==> config.mk <==
export PLATFORM = sky130hd
export DESIGN_NAME = jump_control_unit_flat
export DESIGN_NICKNAME = d
export VERILOG_FILES = /design/src/rtl/jump_control_unit_if.sv /design/src/rtl/jump_control_unit.sv /design/src/flat_wrapper.sv
export SDC_FILE = /design/constraint.sdc
export NUM_CORES = 1
export LEC_CHECK = 0
export BUFFER_PORTS_ARGS = -buffer_cell sky130_fd_sc_hd__buf_2
export CAP_MARGIN = 15
export CELL_PAD_IN_SITES_DETAIL_PLACEMENT = 1
export CELL_PAD_IN_SITES_GLOBAL_PLACEMENT = 2
export CORE_AREA = 2 2 45 52
export DETAILED_ROUTE_END_ITERATION = 6
export DIE_AREA = 0 0 47 54
export PLACE_DENSITY_LB_ADDON = 0.1
export SLEW_MARGIN = 20
export SYNTH_ARGS = -nofsm -noshare
export SYNTH_HDL_FRONTEND = slang
export SYNTH_SLANG_ARGS = --single-unit
==> constraint.sdc <==
create_clock -name clk -period 1.61 [get_ports clk]
set_clock_uncertainty 0.05 [all_clocks]
set_input_delay 0.322 -clock clk [delete_from_list [all_inputs] [get_ports clk]]
set_output_delay 0.322 -clock clk [all_outputs]
set_load 0.02 [all_outputs]
==> src/rtl/jump_control_unit_if.sv <==
// Bundle between program memory output, the jump control unit and the sequencer.
// The jump control unit drives everything except the instruction word.
interface jump_control_unit_if #(
    parameter int CNT_W = 4
);
    logic [7:0]       ir;
    logic             sync_reset;
    logic             jmp;
    logic             jmp_nz;
    logic             dont_jmp;
    logic [3:0]       jmp_addr;
    logic [CNT_W-1:0] loop_cnt;
    logic             running;

    modport master (
        input  ir,
        output sync_reset,
        output jmp,
        output jmp_nz,
        output dont_jmp,
        output jmp_addr,
        output loop_cnt,
        output running
    );

    modport slave (
        output ir,
        input  sync_reset,
        input  jmp,
        input  jmp_nz,
        input  dont_jmp,
        input  jmp_addr,
        input  loop_cnt,
        input  running
    );
endinterface

==> src/rtl/jump_control_unit.sv <==
// Jump decode, hardware loop counter and reset stretcher in front of the
// 8-bit program sequencer.
module jump_control_unit #(
    parameter int CNT_W    = 4,
    parameter int RST_HOLD = 2
) (
    input  logic                clk,
    input  logic                sync_reset_n,
    jump_control_unit_if.master bus
);

    localparam int HOLD_W = (RST_HOLD > 1) ? $clog2(RST_HOLD) : 1;
    localparam logic [HOLD_W-1:0] HOLD_LAST = HOLD_W'(RST_HOLD - 1);

    localparam logic [0:0] ST_RESET = 1'b0;
    localparam logic [0:0] ST_RUN   = 1'b1;

    localparam logic [3:0] OP_LDC = 4'hD;
    localparam logic [3:0] OP_JMP = 4'hE;
    localparam logic [3:0] OP_JNZ = 4'hF;

    logic [0:0]       state;
    logic [HOLD_W-1:0] hold_cnt;
    logic [CNT_W-1:0] loop_cnt;

    logic [3:0] opcode;
    logic       is_run;
    logic       is_jmp;
    logic       is_jnz;
    logic       is_ldc;
    logic       cnt_zero;

    // Decode is qualified by state only, so nothing here sees sync_reset_n.
    assign opcode   = bus.ir[7:4];
    assign is_run   = (state == ST_RUN);
    assign is_jmp   = is_run && (opcode == OP_JMP);
    assign is_jnz   = is_run && (opcode == OP_JNZ);
    assign is_ldc   = is_run && (opcode == OP_LDC);
    assign cnt_zero = (loop_cnt == '0);

    // NOTE: reset is tested inside the clocked block, so it only acts on an
    // edge; all state uses non-blocking assignments so every flop samples
    // pre-edge values.
    always_ff @(posedge clk) begin
        if (!sync_reset_n) begin
            state    <= ST_RESET;
            hold_cnt <= '0;
        end else if (state == ST_RESET) begin
            if (hold_cnt == HOLD_LAST) begin
                state <= ST_RUN;
            end else begin
                hold_cnt <= hold_cnt + HOLD_W'(1);
            end
        end
    end

    // Counter saturates at zero: an exhausted loop keeps falling through.
    always_ff @(posedge clk) begin
        if (!sync_reset_n || !is_run) begin
            loop_cnt <= '0;
        end else if (is_ldc) begin
            loop_cnt <= CNT_W'(bus.ir[3:0]);
        end else if (is_jnz && !cnt_zero) begin
            loop_cnt <= loop_cnt - CNT_W'(1);
        end
    end

    assign bus.sync_reset = !is_run;
    assign bus.running    = is_run;
    assign bus.jmp        = is_jmp;
    assign bus.jmp_nz     = is_jnz;
    assign bus.dont_jmp   = is_jnz && cnt_zero;
    assign bus.jmp_addr   = (is_jmp || is_jnz) ? bus.ir[3:0] : 4'h0;
    assign bus.loop_cnt   = loop_cnt;

    a_jump_exclusive : assert property (@(posedge clk) !(bus.jmp && bus.jmp_nz));
    a_dont_jmp_qual  : assert property (@(posedge clk) !bus.dont_jmp || bus.jmp_nz);
    a_reset_vs_run   : assert property (@(posedge clk) bus.sync_reset != bus.running);

endmodule

==> src/flat_wrapper.sv <==
// flat-port wrapper written by rule: the top's interface ports become plain ports
module jump_control_unit_flat 
#(
    parameter int CNT_W    = 4,
    parameter int RST_HOLD = 2
)
  (clk, sync_reset_n, bus_ir, bus_sync_reset, bus_jmp, bus_jmp_nz, bus_dont_jmp, bus_jmp_addr, bus_loop_cnt, bus_running);
  jump_control_unit_if #(.CNT_W(CNT_W)) bus_i ();
  input  logic clk;
  input  logic sync_reset_n;
  input wire logic [$bits(bus_i.ir)-1:0] bus_ir;
  output wire logic [$bits(bus_i.sync_reset)-1:0] bus_sync_reset;
  output wire logic [$bits(bus_i.jmp)-1:0] bus_jmp;
  output wire logic [$bits(bus_i.jmp_nz)-1:0] bus_jmp_nz;
  output wire logic [$bits(bus_i.dont_jmp)-1:0] bus_dont_jmp;
  output wire logic [$bits(bus_i.jmp_addr)-1:0] bus_jmp_addr;
  output wire logic [$bits(bus_i.loop_cnt)-1:0] bus_loop_cnt;
  output wire logic [$bits(bus_i.running)-1:0] bus_running;
  assign bus_i.ir = bus_ir;
  assign bus_sync_reset = bus_i.sync_reset;
  assign bus_jmp = bus_i.jmp;
  assign bus_jmp_nz = bus_i.jmp_nz;
  assign bus_dont_jmp = bus_i.dont_jmp;
  assign bus_jmp_addr = bus_i.jmp_addr;
  assign bus_loop_cnt = bus_i.loop_cnt;
  assign bus_running = bus_i.running;
  jump_control_unit #(.CNT_W(CNT_W), .RST_HOLD(RST_HOLD)) u_core (.clk(clk), .sync_reset_n(sync_reset_n), .bus(bus_i));
endmodule
[Word level (Yosys, flattened, before mapping)]
Index checks and enable logic that the tools add are counted.
Word-level totals
  flip-flop bits (word level): 6
  output and inout port bits: 13
  word-level logic and storage cells: 26
Cells by class
  add/subtract/negate cells: 2
  eq/ne operators: 3
  muxes and demuxes: 6
  reduce and logical (&&, ||, !) cells: 12
Operators by type and width (number)
  $eq 4x4->1 const B: 3
  $mux 4: 3
  $logic_and 1x1->1: 5
  $logic_not 4->1: 1
  $sub 4x1->4 const B: 1
  $logic_not 1->1: 3
  $mux 1: 3
  $logic_or 1x1->1: 2
  $reduce_bool 2->1: 1
  $add 1x1->1 const B: 1

[Logic depth before layout (Yosys ltp)]
Gate-level depths: netlist of run 1.
  depth after elaboration: 5
  mapped depth: 6

[Least setup slack after synthesis of run 1]
No wires, ideal clock.
  kind: flip-flop to output port
  start: register u_core.state, in the netlist u_core.bus.running
  end: output port bus_jmp
  arrival time: 1.458 ns
  path slack: -0.220 ns
  cell stages (with the launch flop): 3
  cells stage by stage: dfxtp_1 > inv_1 > nor4_1
On the way
  longest elaborated chain between the ends: 1
Ends and longest elaborated chain
  from (decl): line jump_control_unit.sv:22  | logic [0:0] state;
  from (signal assigned): line jump_control_unit.sv:46  | state <= ST_RESET;
  from (signal assigned): line jump_control_unit.sv:50  | state <= ST_RUN;
  $logic_and 1x1->1: line jump_control_unit.sv:36  | assign is_jmp = is_run && (opcode == OP_JMP);
  to (decl): line flat_wrapper.sv:13  | output wire logic [$bits(bus_i.jmp)-1:0] bus_jmp;
No other way between the ends.

[Final worst setup path of run 1]
  start: register u_core.loop_cnt[1], in the netlist u_core.bus.loop_cnt[1]
  end: output port bus_dont_jmp
On the way
  longest elaborated chain between the ends: 2
Ends and longest elaborated chain
  from (decl): line jump_control_unit.sv:24  | logic [CNT_W-1:0] loop_cnt;
  from (signal assigned): line jump_control_unit.sv:62  | loop_cnt <= CNT_W'(bus.ir[3:0]);
  from (signal assigned): line jump_control_unit.sv:64  | loop_cnt <= loop_cnt - CNT_W'(1);
  $logic_not 4->1: line jump_control_unit.sv:39  | assign cnt_zero = (loop_cnt == '0);
  $logic_and 1x1->1: line jump_control_unit.sv:72  | assign bus.dont_jmp = is_jnz && cnt_zero;
  to (decl): line flat_wrapper.sv:15  | output wire logic [$bits(bus_i.dont_jmp)-1:0] bus_dont_jmp;
No other way between the ends.

==> impl.org, run 1 <==
** Power
- Power density over cell area :: ~540 nW/um2
- For this design the static power due to leakage is 0.3298 nW.
- Final Power :: 0.3773 mW
- Across the VDD grid, the largest voltage drop is ~570 uV.

** GRT
- Antenna violations before repair :: 0
- Summed over all layers, the global routing overflow is 0.
- Met1 Track Usage GR :: 0.1650
- After global routing, the most crowded layer is met2.
- The first global-routing pass estimated 2297 um of wire.
- Fraction of met2 tracks used by global routing :: 0.2100
- Number of global-route vias before repair :: slightly above 500
- Met3 global-route usage :: 0.06040
- Entering global routing, the biggest net connects 10 pins.
- Total track usage :: 0.1331

** Finish
- Finished Core Util :: 0.3400
- The finished layout holds 115 standard cells, fillers aside.
- In the final layout, the share of cells above drive strength 1 is 0.5765.
- Most common library cell in the layout ignoring fill and taps :: buf_2
- Antenna Diode Count :: 0
- The final layout contains slightly below 100 nets.
- Compared with the post-synthesis result, the final layout area differs by 81.61%.
- Most frequent cells in the layout :: 19 x buf_2, 12 x buf_4, 5 x a21oi_1

** Synth
- After synthesis the netlist holds a flip-flop and latch count of 6.
- In the synthesized netlist, the number of instances is 50.
- Syn_nets :: between 60 and 70
- Netlist area before placement :: 387.9 um2
- Number of warnings printed during yosys synthesis :: 0
- For this run, the register share of the synthesized area comes to 0.3097.
- Yosys cell types :: 25
- Averaged over all synthesized cells, the footprint is 7.757 um2.

** Worst setup path
- The worst setup path is launched from a flop.
- Setup slack of the most critical reg-to-reg path :: 80 ps
- End of the worst register-to-register path :: u_core.bus.loop_cnt[3]
- The critical path is of the reg2out type.
- Along the worst path, the maximum fanout reaches 2.
- Critical path endpoint category :: output pin
- Worst reg-to-reg path cell count :: 6
- For the worst setup path, the data arrival time is ~1300 ps.
- STA puts the critical path data required time at about 1200 ps.
- In this run the critical register-to-register path is launched from u_core.bus.loop_cnt[0].

** Placement
- Before CTS, the worst setup slack after placement is roughly 55 ps.
- The HPWL after detailed placement is roughly 1000 um.
- During placement, the flow inserted port buffers numbering 22.
- Inst Count DP :: between 100 and 150
- RD Place Congestion :: about 0.74

** Clocking
- Source-to-sink clock delay at the later pin of the worst-skew pair :: roughly 240 ps
- Clock-pin slew on the worst setup and hold paths :: about 50 ps
- The cell sitting at the root of the clock tree is a clkbuf_4.
- CTS built an H-tree with a depth of 1.
- Number of sinks handled by clock tree synthesis :: 6
- Buffer levels on the longest clock path :: 2
- Clock tree from TritonCTS :: built
- Buffers inserted to repair hold after CTS numbered 0.
- Buffers inserted during clock tree synthesis total 3.

** Die
- Number of top-level design ports :: 23
- Number of cell rows :: 18
- Floorplan Core Area :: ~2100 um2
- Total Die Area :: 2538 um2
- The initial utilization of the core area, before any placement, comes to 0.1872.
- The die is 47 um wide.
- Height of the chip :: roughly 54 um

** Run
- Across the run, the number of max-cap violations was 0.

** Drt
- Number of detailed-routing iterations run before antenna repair :: 2
- Number of DRC violations after detailed-routing iteration 0 :: 3
- Via density :: approximately 4.2
- The detail route stage leaves a number of antenna-violating nets equal to 0.
- DR DRC count :: 0
- Average wire per cell in the routed design :: between 10 and 15 um
- Summing over every cut layer, the via total after detailed routing is 487.
- Routed wire length :: between 1000 and 1500 um

** Timing
- Setup repair after global routing could not meet its margin everywhere.
- The final-report hold violation count was 0.
- Min Hold Slack :: between 200 and 300 ps
- Dividing the final minimum period by the clock period gives 1.014.
- Once routing completed, OpenROAD measured the worst setup slack at -22.60 ps.
- Setup violations remaining at the end of the flow were counted as 1.
- FMAX :: around 610 MHz
- Worst rel slew slack :: 0.8333
- Least-Margin Pin Slew :: roughly 250 ps
- Final critical delay including setup and external delays :: ~1600 ps
- The number of slew-limit violations in the final report is 0.

** Hold path
- The worst hold path passes through 2 cells.
- The worst hold path begins at sync_reset_n.
- Hold worst-path end :: u_core.bus.running
- The tightest min-delay check is of the in2reg type.

** Run status
- The flow ran to the end, but the final reports show violations.
- The checks that failed: negative setup slack.
timing repair:
item	4_1_cts	5_1_grt
setup buffers	3	1
endpoints found under the setup margin	6	6
pin swaps	3	3
gates resized for setup	15	5
per-layer routing:
metal  up-vias  wire length, um
li1        248                -
met1       220              588
met2        19              732
met3         0               80
met4         0                0
met5         -                0
worst max-delay path: stages, from the launching register on:
cell     delay [ps]
dfxtp_2         320
inv_2            60
ha_4            130
nor3b_4         190
and3_4          200
buf_6           110
synthesized netlist by cell type (all sizes together):
library cell  number  area share
or4                1       0.019
inv                5       0.048
ha                 1       0.032
clkbuf             1       0.035
and4               1       0.029
or3                1       0.016
nand4b             1       0.023
nand2b             2       0.032
mux2i              1       0.026
dfxtp              6        0.31
a21oi              5       0.065
o21ai              2       0.026
o21a               2       0.039
nor4               1       0.016
nor3b              1       0.019
nor2b              1       0.016
and3               2       0.036
nand4              1       0.016
nor2               3       0.029
and2               4       0.065
nor3               2       0.026
a31oi              2       0.032
nand2              4       0.045
worst max-delay path by stage:
stage | startpoint | end | slack [ps] | cells past startpoint
detailed placement | u_core.bus.loop_cnt[1] | bus_dont_jmp | 50 | 5
global placement | u_core.bus.loop_cnt[1] | bus_dont_jmp | 70 | 5
floorplan | u_core.bus.loop_cnt[0] | bus_dont_jmp | 60 | 4
finish | u_core.bus.loop_cnt[1] | bus_dont_jmp | -20 | 5
CTS | u_core.bus.loop_cnt[1] | bus_dont_jmp | -30 | 5
global route | u_core.bus.loop_cnt[1] | bus_dont_jmp | -100 | 5
power breakdown:
| group | total [mW] | leakage (nW) | internal, mW | switching, mW |
|---|---|---|---|---|
| Sequential | 0.158 | 0.0506 | 0.153 | 0.00437 |
| Clock | 0.141 | 0.0138 | 0.0845 | 0.0562 |
| Combinational | 0.0791 | 0.265 | 0.0364 | 0.0426 |
cell type report:
type	count	area, um2
Fill cell	263	1368
Multi-Input combinational cell	38	289.0
Timing Repair Buffer	33	207.7
Sequential cell	6	126.4
Tap cell	30	37.54
Clock buffer	3	22.52
Inverter	5	21.27
state kept, by name, indices dropped and copies added, names as in the netlist:
register / cells
u_core.bus.loop_cnt: 4
u_core.bus.running: 1
u_core.hold_cnt: 1
cell families after synthesis:
logic type                 share of synthesized area
and+or+nand+nor                               0.3872
AOI/OAI and AO/OA                             0.1613
buffers and inverters                        0.08387
DFF                                           0.3097
muxes                                        0.02581
adders and majority gates                    0.03225
through the flow:
stage	area, um2	setup TNS [ps]
5_1_grt	704.4	-113.5
3_3_place_gp	581.8	0
3_5_place_dp	581.8	0
6_report	704.4	-22.60
2_1_floorplan	395.4	0
4_1_cts	676.9	-31.98
No activity file was read; power rests on OpenSTA's default activity.
==> inputs of run 2 (changes only) <==
BUFFER_PORTS_ARGS = default   (was -buffer_cell sky130_fd_sc_hd__buf_2)
CORE_AREA = 2 2 41 43   (was 2 2 45 52)
DIE_AREA = 0 0 43 45   (was 0 0 47 54)
DONT_BUFFER_PORTS = 1   (was default)
==> run 2 against run 1 <==
The run now ends clean. Flip-flop and latch count unchanged. Combinational power decreased by 45%. Via count decreased by 16%. Wire length decreased by 16%. Critical path depth decreased by 1. Largest cell class unchanged. Power decreased by 12%. Sequential share of layout area increased by 5.7 points. Core utilization increased by 3.1 points. Die area decreased by 24%. First-iteration DRC count decreased by 33%. Register-to-register slack improved by 50 ps.
==> impl.org, run 2 (synthesis gave the netlist of run 1 again) <==
** Timing
- Final critical delay including setup and external delays :: 1578 ps (-54.66 ps)
- RSZ-0062 raised after global routing :: true
- Final WS setup :: 32.06 ps (+54.66 ps)
- Final Max Tran Viols :: 0 (unchanged)
- Least-Margin Pin Slew :: 259.8 ps (+9.693 ps)
- The final-report hold violation count was 0 (unchanged).
- Number of endpoints failing setup at the final stage :: 0 (-1)
- Share of the cycle needed by the critical path after routing :: 0.9801 (-0.03395)
- The max-slew headroom at the worst pin came to 0.8258 (-0.007406).
- The setup TNS came to 0 ps (+22.60 ps).
- The maximum achievable frequency came to 633.7 MHz (+3.5%).
- The final worst hold slack was 146.0 ps (-116.1 ps).

** Worst setup path
- The arrival time at the worst endpoint is 1210 ps (-50 ps).
- The number of cells on the worst reg-to-reg path came to 3 (-3).
- Worst path cell trace :: inv_2 > ha_4 > nor3b_4 > and3_4
- Maximum fanout encountered on the critical timing path :: 5 (+3)
- The minimum setup slack among reg-to-reg paths is 130 ps (+50 ps).
- Critical path's slowest cell :: dfxtp_4
- The worst setup path is launched from a flop.
- The delay of the slowest cell on the worst path is 350 ps (+30 ps).
- The required arrival time at the worst endpoint is 1240 ps (about the same).
- Critical path endpoint category :: output pin
- The number of buffer and inverter instances along the worst setup path came to 1 (-1).
- End of the worst register-to-register path :: u_core.bus.loop_cnt[3]
- Worst reg2reg startpoint :: u_core.bus.loop_cnt[0]
- Largest delay contributor family on the critical path :: simple AND/OR/NAND/NOR gates
- Type of the worst setup path :: reg2out

** Clocking
- Clock tree from TritonCTS :: built
- The total clock buffers created by CTS came to 3 (unchanged).
- Clock-pin slew on the worst setup and hold paths :: 50 ps (about the same)
- Clock root buffer master :: clkbuf_4
- The insertion delay to the later sink of the worst-skew pair was 240 ps (about the same).
- H-tree Lvls :: 1 (unchanged)
- Hold-fix buffers, CTS :: 0 (unchanged)
- Buffer levels on the longest clock path :: 2 (unchanged)
- The number of clock sinks seen by CTS came to 6 (unchanged).

** Placement
- Number of buffers added on ports :: 0 (-100%)
- The minimum setup slack after placement is 38.24 ps (-16.43 ps).
- Detailed-placement wirelength estimate :: 932.8 um (-11%)
- RD Place Congestion :: 0.6894 (-7.1%)
- The instance area at placement came to 454.2 um2 (-22%).

** GRT
- Overall overflow remaining after global route :: 0 (unchanged)
- Wire length of the first global-routing pass :: 1821 um (-21%)
- The via count of the first global-routing pass was 410 (-18%).
- The maximum number of pins on one net before global-route repair came to 11 (+1).
- Antenna violations before repair :: 0 (unchanged)
- The global-route total usage across every layer was 0.1270 (-0.006113).

** Die
- Die outline width :: 43 um (-8.5%)
- Floorplan Core Area :: 1471 um2 (-29%)
- Total Die Area :: 1935 um2 (-24%)
- The cell row count came to 14 (-4).
- The starting density of the core was 0.2636 (+0.07641).
- Number of top-level design ports :: 23 (unchanged)
- The vertical die dimension is 45 um (-17%).

** Finish
- The total number of nets in the final design was 74 (-24%).
- Proportion of layout cells with a drive suffix above 1 :: 0.4590 (-0.1175)
- More flip-flops sit in one register than any other, and that register is u_core.bus.loop_cnt.
- Most common library cell in the layout ignoring fill and taps :: buf_4
- Area overhead of the layout relative to synthesis :: 40.65%
- In the layout the commonest cells are 9 x buf_4, 5 x a21oi_1, 4 x and2_2.
- Finished Core Util :: 0.3707 (+0.03077)
- Number of flip-flops in the largest register :: 4 (unchanged)
- Design area :: 545.5 um2 (-23%)
- The antenna diode instance count came to 0 (unchanged).

** Hold path
- Hold worst-path end :: u_core.bus.running
- The hold-critical path depth was 1 (-1).
- Worst min-delay path category :: in2reg
- Hold path startpoint :: sync_reset_n

** Drt
- Routed vias :: 407 (-16%)
- The initial detailed-routing violation count is 2 (-1).
- Number of detailed-routing iterations run before antenna repair :: 2 (unchanged)
- The number of vias per cell is 5.286 (+25%).
- The post-route DRC violation count was 0 (unchanged).
- The detail-routed net length per standard cell was 15.23 um (+25%).
- Routed wire length :: 1173 um (-16%)
- The number of routed nets with antenna violations came to 0 (unchanged).

** Power
- Leakage component of the power :: 0.2153 nW (-35%)
- Highest ir drop seen on vdd :: 423.2 uV (-26%)
- Power density over cell area :: 610.6 nW/um2 (+14%)

** Run status
- The run finished with clean final reports.

** Run
- Max-capacitance violation count :: 0 (unchanged)
[run 2: changes by cell type in the layout (fill, tap and decap cells not counted), sizes merged]
cell / before / now
buf: 33 / 9
[run 2: power breakdown]
part / total [mW] / switching (mW) / internal (mW) / leakage [nW]
logic: 0.0434 / 0.0264 / 0.0171 / 0.151
registers: 0.156 / 0.00423 / 0.152 / 0.0509
clock network: 0.134 / 0.0496 / 0.0840 / 0.0138
total: 0.333 / 0.0802 / 0.253 / 0.215
[run 2: cell type report]
class / instances / area [um2]
Clock buffer: 3 / 22.52
Tap cell: 16 / 20.02
Fill cell: 185 / 925.9
Multi-Input combinational cell: 38 / 287.8
Timing Repair Buffer: 9 / 67.56
Inverter: 5 / 18.77
Sequential cell: 6 / 128.9
[run 2: metrics by stage]
step | cells | power, mW
2_1_floorplan | 50 | 0.1922
3_3_place_gp | 72 | 0.1989
3_5_place_dp | 72 | 0.2002
4_1_cts | 76 | 0.3421
5_1_grt | 77 | 0.3543
6_report | 77 | 0.3331
[run 2: layer usage]
layer,global-route usage,vias to the layer above,share of wire
met5,0,-,0
met4,0.05455,0,0
li1,-,203,-
met3,0.03200,0,0.049
met2,0.2242,14,0.54
met1,0.1467,190,0.41
[run 2: how the worst max path moves through the flow]
stage / startpoint / endpoint / slack, ps / cells past startpoint
2_1_floorplan: u_core.bus.loop_cnt[0] / bus_dont_jmp / 60 / 4
3_3_place_gp: u_core.bus.loop_cnt[0] / bus_dont_jmp / 80 / 4
3_5_place_dp: u_core.bus.loop_cnt[0] / bus_dont_jmp / 40 / 4
4_1_cts: u_core.bus.loop_cnt[0] / bus_dont_jmp / -30 / 4
5_1_grt: u_core.bus.loop_cnt[0] / bus_dont_jmp / -30 / 4
6_report: u_core.bus.loop_cnt[0] / bus_dont_jmp / 30 / 4
[run 2: repair_timing]
item                                    4_1_cts  5_1_grt
buffers inserted                              1        1
cloned                                        0        0
resized for setup                            11        6
pin swaps                                     1        2
endpoints found under the setup margin        6        6
